**src/rtl/rv32imf_dmem_obi_bridge.sv**
```systemverilog
// OBI slave terminating the LSU data port on a single-port, word-wide data SRAM.
// Define RV32IMF_DMEM_ERR_EN to answer unmapped and atomic accesses with an error response.
module rv32imf_dmem_obi_bridge #(
   parameter int unsigned MEM_LATENCY = 1,
   parameter int unsigned ADDR_W      = 14,
   parameter logic [31:0] BASE_ADDR   = 32'h0001_0000
) (
   input  logic              clk,
   input  logic              rst_n,
   input  logic              obi_req_i,
   output logic              obi_gnt_o,
   input  logic [31:0]       obi_addr_i,
   input  logic              obi_we_i,
   input  logic [3:0]        obi_be_i,
   input  logic [31:0]       obi_wdata_i,
   input  logic [5:0]        obi_atop_i,
   output logic              obi_rvalid_o,
   output logic [31:0]       obi_rdata_o,
   output logic              obi_err_o,
   output logic              mem_en_o,
   input  logic              mem_gnt_i,
   output logic              mem_we_o,
   output logic [3:0]        mem_be_o,
   output logic [ADDR_W-1:0] mem_addr_o,
   output logic [31:0]       mem_wdata_o,
   input  logic [31:0]       mem_rdata_i,
   output logic              busy_o
);

   logic err_acc;
   logic acc;

`ifdef RV32IMF_DMEM_ERR_EN
   // End of the mapped window, kept 33 bits wide so a window touching 4 GiB cannot wrap.
   localparam logic [32:0] END_ADDR = 33'(BASE_ADDR) + (33'd1 << (ADDR_W + 2));

   assign err_acc = (obi_atop_i != 6'd0) ||
                    (obi_addr_i < BASE_ADDR) ||
                    ({1'b0, obi_addr_i} >= END_ADDR);
`else
   logic unused_addr_atop;

   assign err_acc          = 1'b0;
   assign unused_addr_atop = ^{obi_atop_i, obi_addr_i[31:ADDR_W+2], obi_addr_i[1:0]};
`endif

   // Error accesses are granted at once and never reach the SRAM.
   assign mem_en_o    = obi_req_i && !err_acc;
   assign obi_gnt_o   = obi_req_i && (err_acc || mem_gnt_i);
   assign acc         = obi_req_i && obi_gnt_o;

   assign mem_we_o    = mem_en_o && obi_we_i;
   assign mem_be_o    = mem_en_o ? obi_be_i : 4'd0;
   assign mem_addr_o  = mem_en_o ? obi_addr_i[ADDR_W+1:2] : ADDR_W'(0);
   assign mem_wdata_o = mem_en_o ? obi_wdata_i : 32'd0;

   logic [MEM_LATENCY-1:0] vld_q;
   logic [MEM_LATENCY-1:0] we_q;
   logic [MEM_LATENCY-1:0] err_q;

   // Fixed-latency response shift register; stage 0 loads the accepted request.
   always_ff @(posedge clk or negedge rst_n) begin
      if (!rst_n) begin
         vld_q <= '0;
         we_q  <= '0;
         err_q <= '0;
      end else begin
         vld_q <= MEM_LATENCY'({vld_q, acc});
         we_q  <= MEM_LATENCY'({we_q, obi_we_i});
         err_q <= MEM_LATENCY'({err_q, err_acc});
      end
   end

   assign obi_rvalid_o = vld_q[MEM_LATENCY-1];
   assign obi_err_o    = vld_q[MEM_LATENCY-1] && err_q[MEM_LATENCY-1];
   assign obi_rdata_o  = (vld_q[MEM_LATENCY-1] && !we_q[MEM_LATENCY-1] && !err_q[MEM_LATENCY-1])
                         ? mem_rdata_i : 32'd0;
   assign busy_o       = |vld_q;

endmodule
```
**config.mk**
```make
export PLATFORM = sky130hd
export DESIGN_NAME = rv32imf_dmem_obi_bridge
export DESIGN_NICKNAME = d
export VERILOG_FILES = /design/src/rtl/rv32imf_dmem_obi_bridge.sv
export SDC_FILE = /design/constraint.sdc
export NUM_CORES = 1
export LEC_CHECK = 0
export ABC_AREA = 0
export CAP_MARGIN = 20
export CELL_PAD_IN_SITES_DETAIL_PLACEMENT = 1
export CELL_PAD_IN_SITES_GLOBAL_PLACEMENT = 1
export CORE_MARGIN = 10
export CORE_UTILIZATION = 10
export CTS_CLUSTER_DIAMETER = 60
export DETAILED_ROUTE_END_ITERATION = 8
export GPL_TIMING_DRIVEN = 0
export PLACE_DENSITY = 0.95
export SYNTH_ARGS = -nofsm -noshare
export SYNTH_HDL_FRONTEND = slang
export SYNTH_SLANG_ARGS = --single-unit
```
**constraint.sdc**
```tcl
create_clock -name clk -period 1.3 [get_ports clk]
set_input_delay 0.13 -clock clk [delete_from_list [all_inputs] [get_ports clk]]
set_output_delay 0.13 -clock clk [all_outputs]
set_load 0.03 [all_outputs]
```
==> results.json, run 1 <==
{
  "status": "complete, but fails checks",
  "violations": "setup timing",
  "ys_types": 7,
  "dpl_cell_area_um2": 2660,
  "hold_violations": 0,
  "critPathArrivalTime_ps": 1190,
  "report.final.slew_viol_count": 0,
  "syn-num-nets": 212,
  "crit_type": "flip-flop to output pin",
  "first_pass_iters": 4,
  "fmax_mhz": 755,
  "drc": 0,
  "hpwl_um": 5880,
  "cts_root_buffer": "clkbuf_8",
  "fp-row-count": 32,
  "grt_usage_pct": 9.83,
  "drive_gt1_share_pct": 56.3,
  "synth_most_common_cell": "and2_2",
  "finalNetCount": 390,
  "yosys_warnings": 0,
  "power.density_nw_per_um2": 435,
  "antenna_found_initial": 0,
  "synth-edff-count": 0,
  "cts_resized": 369,
  "cts_buffers": 3,
  "post_cts_buffers": 0,
  "cts_hold_buffers": 0,
  "cts.sinks": 2,
  "ys_seq_area_share_pct": 6.24,
  "rsz0062_at_grt": "true",
  "fin_crit_ps": 1320,
  "ys_async_sr_fraction_pct": 100,
  "setup_viol": 9,
  "clk_path_buf_depth": 2,
  "grt_pass1_vias": 1668,
  "post-route-period-util_pct": 102,
  "synth_cells": 101,
  "postRouteAntennaNets": 0,
  "core_area_um2": 7770,
  "cts_tree": "done",
  "dieArea_um2": 12000,
  "htreeDepth": 1,
  "ir_drop_uv": 177,
  "grt_pass1_wl_um": 9210,
  "via_per_inst": 3.81,
  "synth_top_area_share_pct": 48.7,
  "grt_max_degree": 11,
  "syn2layout_area_growth_pct": 244,
  "clkTransAtPathRegs_ps": 30,
  "fin_area_um2": 2760,
  "syn-cell-area_um2": 802,
  "max-cap-violations": 0,
  "hold_path_class": "input pin to async pin",
  "dp_slack_ps": -745,
  "worstPathRequired_ps": 1170,
  "finalWirelength_um": 6470,
  "cp-end-kind": "output pin",
  "yosys-top-cells-count": "52 x and2_2, 32 x and3b_1, 6 x buf_2",
  "die_w_um": 110,
  "fp.dieH_um": 110,
  "vias": 1444,
  "io_buffers": 173,
  "synth_largest_area_cell": "and2_2",
  "leakagePower_nw": 1.29,
  "num_io_pins": 199,
  "setup_tns_ps": -53.6,
  "ys_ff_latch": 2,
  "setup_slack_ps": -23.8,
  "crit_fanout": 10,
  "power_mw": 1.20,
  "critPathLaunchType": "flip-flop",
  "antennaDiodeCount": 0,
  "drt_iter0_markers": 12,
  "initial_core_util_pct": 10.3,
  "syn_area_per_cell_um2": 7.94,
  "synth_area_leaders": "and2_2 49%, and3b_1 35%, dfrtp_1 6.2%",
  "routedWlPerCell_um": 17.1,
  "globalplace.congestion": 0.827,
  "ys_dominant_reg_cell": "dfrtp_1",
  "overflow": 0
}
state kept, by name, indices dropped and copies added, names as in the netlist:
signal  flops
busy_o      1
we_q        1
worst paths after layout:
path / from / end / slack (ps) / cells after the start
min in group clk: obi_we_i / we_q$_DFF_PN0_ / 380 / 1
hold / removal: rst_n / busy_o$_DFF_PN0_ / 80 / 1
max in group asynchronous: rst_n / we_q$_DFF_PN0_ / 1080 / 1
setup / recovery: busy_o$_DFF_PN0_ / obi_rdata_o[26] / -20 / 3
cell usage in the layout, fill, tap and decap left out:
master	instances
buf_2	2
and3b_1	31
and2_2	52
buf_4	22
clkbuf_8	3
clkdlybuf4s15_2	51
and3b_2	1
buf_6	17
clkbuf_2	5
dlygate4sd2_1	4
clkdlybuf4s50_1	85
clkbuf_4	1
conb_1	1
dfrtp_2	2
critical path, cell delays in order (launching register included):
cell	delay, ps
dfrtp_2	450
buf_4	180
and3b_2	210
buf_6	140
power breakdown:
part           switching, mW  total [mW]  internal, mW
clock network         0.0464       0.242         0.196
registers            0.00753      0.0741        0.0666
logic                  0.402       0.882         0.479
metal layers:
layer	up-vias	track usage, %	wire length [µm]
li1	674	-	-
met1	633	7.85	1960
met2	133	17.0	2870
met3	4	9.95	1610
met4	0	1.67	40
met5	-	0	0
cell type report:
cell class | count | area, µm²
well taps | 102 | 128
repair buffers | 173 | 1750
multi-input cells | 85 | 676
flip-flops and latches | 2 | 52.6
fillers | 898 | 5010
plain buffers | 14 | 106
clock buffers | 3 | 41.3
logic make-up after synthesis:
family | after synthesis | share of synthesized area (%)
buf+inv | 14 | 9.67
flops | 2 | 6.24
other cells | 1 | 0.468
simple gates | 84 | 83.6
per-stage QoR:
stage	utilization, %	hold slack, ps	instances
after floorplan	-	-166	101
after global placement	34.3	301	376
after detailed placement	34.3	304	376
after CTS	35.4	83.8	379
after global routing	35.5	92.9	379
final	35.5	84.3	379
Power figures use the tool's default switching activity.
==> run 2: changes to the inputs <==
--- a/config.mk
+++ b/config.mk
@@ -13,8 +13,10 @@
 export CORE_UTILIZATION = 10
 export CTS_CLUSTER_DIAMETER = 60
 export DETAILED_ROUTE_END_ITERATION = 8
+export GPL_ROUTABILITY_DRIVEN = 0
 export GPL_TIMING_DRIVEN = 0
 export PLACE_DENSITY = 0.95
 export SYNTH_ARGS = -nofsm -noshare
 export SYNTH_HDL_FRONTEND = slang
 export SYNTH_SLANG_ARGS = --single-unit
+export TNS_END_PERCENT = 5
==> run 2 against run 1 <==
The flow still finishes with violations (setup timing). Via count rose by 0.21%. Routed wire length rose by 0.70%. Flip-flop and latch count did not move. Final cell count did not move. Die area did not move. First-iteration DRC count did not move. Utilization rose by 1.0 points. Count of clock-buffer cells in the layout did not move. Sequential share of layout area fell by 0.054 points. Total power rose by 1.3%. Clock power barely moved. Final area rose by 2.9%. Highest routed layer unchanged.
==> results.json, run 2 (synthesis results as in run 1) <==
{
  "htreeDepth": 1,
  "finalWirelength_um": 6510,
  "initial_core_util_pct": 10.3,
  "clk_path_buf_depth": 2,
  "max-cap-violations": 0,
  "crit_family": "flip-flops",
  "path_cells": "buf_6, and3b_2, buf_6",
  "hold_path_class": "input pin to async pin",
  "cp_slowest_cell": "dfrtp_2",
  "post-route-period-util_pct": 101,
  "setup_slack_ps": -10.9,
  "drc": 0,
  "power_mw": 1.21,
  "grt_usage_pct": 9.80,
  "startpoint": "busy_o$_DFF_PN0_",
  "via_per_inst": 3.82,
  "report.final.slew_viol_count": 0,
  "fp.dieH_um": 110,
  "postRouteAntennaNets": 0,
  "highest_layer": "met4",
  "fillers": 877,
  "dpl_cell_area_um2": 2660,
  "fin_crit_ps": 1310,
  "layout_commonest_cell": "clkdlybuf4s50_1",
  "dr_wl_met2_um": 2950,
  "cts_buffers": 3,
  "leakagePower_nw": 1.30,
  "worstPathRequired_ps": 1170,
  "crit_type": "flip-flop to output pin",
  "crit_buf_inv": 2,
  "dieArea_um2": 12000,
  "antennaDiodeCount": 0,
  "setup_viol": 7,
  "power.density_nw_per_um2": 428,
  "cts.sinks": 2,
  "antenna_found_initial": 0,
  "core_area_um2": 7770,
  "rsz0062_at_grt": "true",
  "violations": "setup timing",
  "hold_violations": 0,
  "io_buffers": 173,
  "syn2layout_area_growth_pct": 254,
  "vias": 1447,
  "crit_fanout": 10,
  "setup_tns_ps": -49.7,
  "status": "complete, but fails checks",
  "finalNetCount": 390,
  "num_io_pins": 199,
  "dr_wl_met3_um": 1600,
  "drive_gt1_share_pct": 56.3,
  "slowest_delay_ps": 460,
  "cts_root_buffer": "clkbuf_8",
  "fp-row-count": 32,
  "critPathArrivalTime_ps": 1180,
  "routedWlPerCell_um": 17.2,
  "overflow": 0,
  "first_pass_iters": 4,
  "clkTransAtPathRegs_ps": 30,
  "critPathLaunchType": "flip-flop",
  "hpwl_um": 5880,
  "crit_path_frequent_cell": "buf_6",
  "ir_drop_uv": 180,
  "grt_pass1_vias": 1665,
  "fmax_mhz": 763,
  "fin_area_um2": 2840,
  "cts_tree": "done",
  "layout_common_cells": "85 x clkdlybuf4s50_1, 52 x and2_2, 52 x clkdlybuf4s15_2",
  "cp-end-kind": "output pin",
  "grt_max_degree": 11,
  "drt_iter0_markers": 12,
  "grt_pass1_wl_um": 9200,
  "met1_length_um": 1920,
  "die_w_um": 110
}
-- run 2: cell count changes in the layout (fill, tap and decap cells not counted), sizes merged --
cell,change
clkdlybuf4s15,+1
clkbuf,-1
-- run 2: where the power goes --
| group | switching (mW) | internal (mW) |
|---|---|---|
| Sequential | 0.00834 | 0.0666 |
| Clock | 0.0465 | 0.196 |
| Combinational | 0.405 | 0.492 |
-- run 2: worst max path at each step --
stage                           end  slack [ps]  cells past startpoint
finish              obi_rdata_o[26]         -10                      3
global route        obi_rdata_o[17]         -70                      3
detailed placement  mem_wdata_o[31]        -750                      4
global placement    mem_wdata_o[31]        -770                      4
floorplan           obi_rdata_o[10]          70                      2
CTS                 obi_rdata_o[26]         -60                      3
-- run 2: area by class of cell --
cell class	instances	area (µm²)	share of cell area (%)
flip-flops and latches	2	52.6	1.85
plain buffers	14	118	4.15
multi-input cells	85	676	23.8
clock buffers	3	41.3	1.46
well taps	102	128	4.50
repair buffers	173	1820	64.2
-- run 2: what timing repair did --
item                       4_1_cts  5_1_grt
setup buffers                    0        0
setup endpoints to repair       87       31
gates resized for setup        378       18
hold buffers                     0        0
-- run 2: per-stage QoR --
stage	hold WS, ps	cells	utilization (%)	setup slack (ps)
after floorplan	-166	101	-	74.3
after global placement	301	376	34.3	-774
after detailed placement	304	376	34.3	-745
after CTS	83.8	379	35.8	-59.9
after global routing	92.9	379	36.5	-67.6
final	84.5	379	36.5	-10.9
-- run 2: metal layers --
layer	vias to the layer above	global-route usage, %
met4	0	1.67
met2	133	17.1
met5	-	0
met1	634	7.85
met3	4	9.60
li1	676	-
==> run 3: changes to the inputs <==
--- a/config.mk
+++ b/config.mk
@@ -9,6 +9,7 @@
 export CAP_MARGIN = 20
 export CELL_PAD_IN_SITES_DETAIL_PLACEMENT = 1
 export CELL_PAD_IN_SITES_GLOBAL_PLACEMENT = 1
+export CORE_ASPECT_RATIO = 1.5
 export CORE_MARGIN = 10
 export CORE_UTILIZATION = 10
 export CTS_CLUSTER_DIAMETER = 60
==> run 3 against run 2 <==
The flow still finishes with violations (setup timing). Flip-flop and latch count is the same. Total power grew 16%. Critical endpoint is now obi_rdata_o[9]. Largest power group unchanged. First-iteration DRC count shrank 92%. Maximum frequency shrank 1.0%. Critical path type unchanged.
==> results.json, run 3 (synthesis results as in run 1) <==
{
  "power.density_nw_per_um2": 508,
  "layout_commonest_cell": "clkdlybuf4s50_1",
  "rsz0062_at_grt": "true",
  "dp_slack_ps": -739,
  "drc": 0,
  "cp.depth": 3,
  "drive_gt1_share_pct": 56.7,
  "cp-end-kind": "output pin",
  "cts_hold_buffers": 0,
  "crit_path_frequent_cell": "buf_6",
  "crit_fanout": 10,
  "grt_usage_pct": 10.0,
  "die_w_um": 93.1,
  "finish.utilization_pct": 35.0,
  "postRouteAntennaNets": 0,
  "setup_tns_ps": -57.9,
  "clkTransAtPathRegs_ps": 30,
  "htreeDepth": 1,
  "dieArea_um2": 12100,
  "grt_pass1_vias": 1719,
  "hold_path_class": "input pin to async pin",
  "routedWlPerCell_um": 16.8,
  "hold_violations": 0,
  "overflow": 0,
  "fp.dieH_um": 130,
  "ir_drop_uv": 252,
  "report.final.slew_viol_count": 0,
  "fp-row-count": 40,
  "grt_pass1_wl_um": 9400,
  "syn2layout_area_growth_pct": 245,
  "finalNetCount": 390,
  "fillers": 944,
  "multi_input_area_um2": 678,
  "antenna_found_initial": 0,
  "cts_root_buffer": "clkbuf_16",
  "post-route-period-util_pct": 102,
  "num_io_pins": 199,
  "hpwl_um": 5920,
  "critPathLaunchType": "flip-flop",
  "place_inst": 379,
  "finalWirelength_um": 6400,
  "violations": "setup timing",
  "setup_slack_ps": -24.2,
  "via_per_inst": 3.82,
  "path_cells": "buf_6, and3b_2, buf_6",
  "crit_family": "flip-flops",
  "ff_latch_area_um2": 52.6,
  "instances_no_fill": 382,
  "clk_path_buf_depth": 2,
  "startpoint": "we_q$_DFF_PN0_",
  "grt_max_degree": 11,
  "vias": 1459,
  "drt_iter0_markers": 1,
  "post_cts_buffers": 0,
  "status": "complete, but fails checks",
  "cp_slowest_cell": "dfrtp_2",
  "cts_buffers": 3,
  "worstPathRequired_ps": 1170,
  "dpl_cell_area_um2": 2670,
  "antennaDiodeCount": 0,
  "leakagePower_nw": 1.32,
  "first_pass_iters": 2,
  "cts.sinks": 2,
  "crit_type": "flip-flop to output pin",
  "initial_core_util_pct": 10.1,
  "critPathArrivalTime_ps": 1190,
  "layout_common_cells": "85 x clkdlybuf4s50_1, 52 x and2_2, 35 x clkdlybuf4s15_2",
  "fin_area_um2": 2770,
  "fin_crit_ps": 1320,
  "cts_tree": "done",
  "core_area_um2": 7910,
  "cts_resized": 339,
  "max-cap-violations": 0,
  "endpoint": "obi_rdata_o[9]",
  "crit_buf_inv": 2,
  "io_buffers": 173,
  "slowest_delay_ps": 430,
  "fmax_mhz": 755,
  "setup_viol": 3
}
==> run 3: cell count changes in the layout (fill, tap and decap cells not counted) <==
| cell | change |
|---|---|
| and3b_1 | -2 |
| and3b_2 | +2 |
| buf_2 | +2 |
| buf_4 | +3 |
| buf_6 | -3 |
| clkbuf_16 | +3 |
| clkbuf_2 | +13 |
| clkbuf_8 | -3 |
| clkdlybuf4s15_1 | +1 |
| clkdlybuf4s15_2 | -17 |
| clkdlybuf4s18_2 | +1 |
==> run 3: per-stage QoR <==
| step | power (mW) | hold slack, ps |
|---|---|---|
| final | 1.41 | 74.6 |
| after global placement | 0.969 | 308 |
| after global routing | 1.49 | 89.9 |
| after CTS | 1.42 | 73.8 |
| after detailed placement | 0.985 | 306 |
| after floorplan | 0.463 | -166 |
==> run 3: worst min path at each step <==
stage | from | to | slack, ps | cells after the start
6_report | rst_n | busy_o$_DFF_PN0_ | 70 | 1
5_1_grt | rst_n | busy_o$_DFF_PN0_ | 90 | 1
4_1_cts | rst_n | busy_o$_DFF_PN0_ | 70 | 1
3_5_place_dp | rst_n | we_q$_DFF_PN0_ | 310 | 1
3_3_place_gp | rst_n | busy_o$_DFF_PN0_ | 310 | 1
2_1_floorplan | rst_n | busy_o$_DFF_PN0_ | -170 | 0
==> run 3: final cells by class <==
type	instances	share of cell area, %
plain buffers	14	3.84
repair buffers	173	62.3
clock buffers	3	2.71
multi-input cells	85	24.5
flip-flops and latches	2	1.90
well taps	105	4.74
==> run 3: report_power, final <==
| part | leakage [nW] | internal, mW | switching [mW] |
|---|---|---|---|
| clock network | 0.0370 | 0.391 | 0.0675 |
| registers | 0.0222 | 0.0666 | 0.00540 |
| logic | 1.26 | 0.473 | 0.403 |
==> run 3: metal layers <==
layer	vias to the layer above	wire length, µm	global-route usage (%)
met1	643	2060	8.45
met4	0	26	1.91
met2	142	2850	16.0
met5	-	0	0
li1	672	-	-
met3	2	1460	10.8
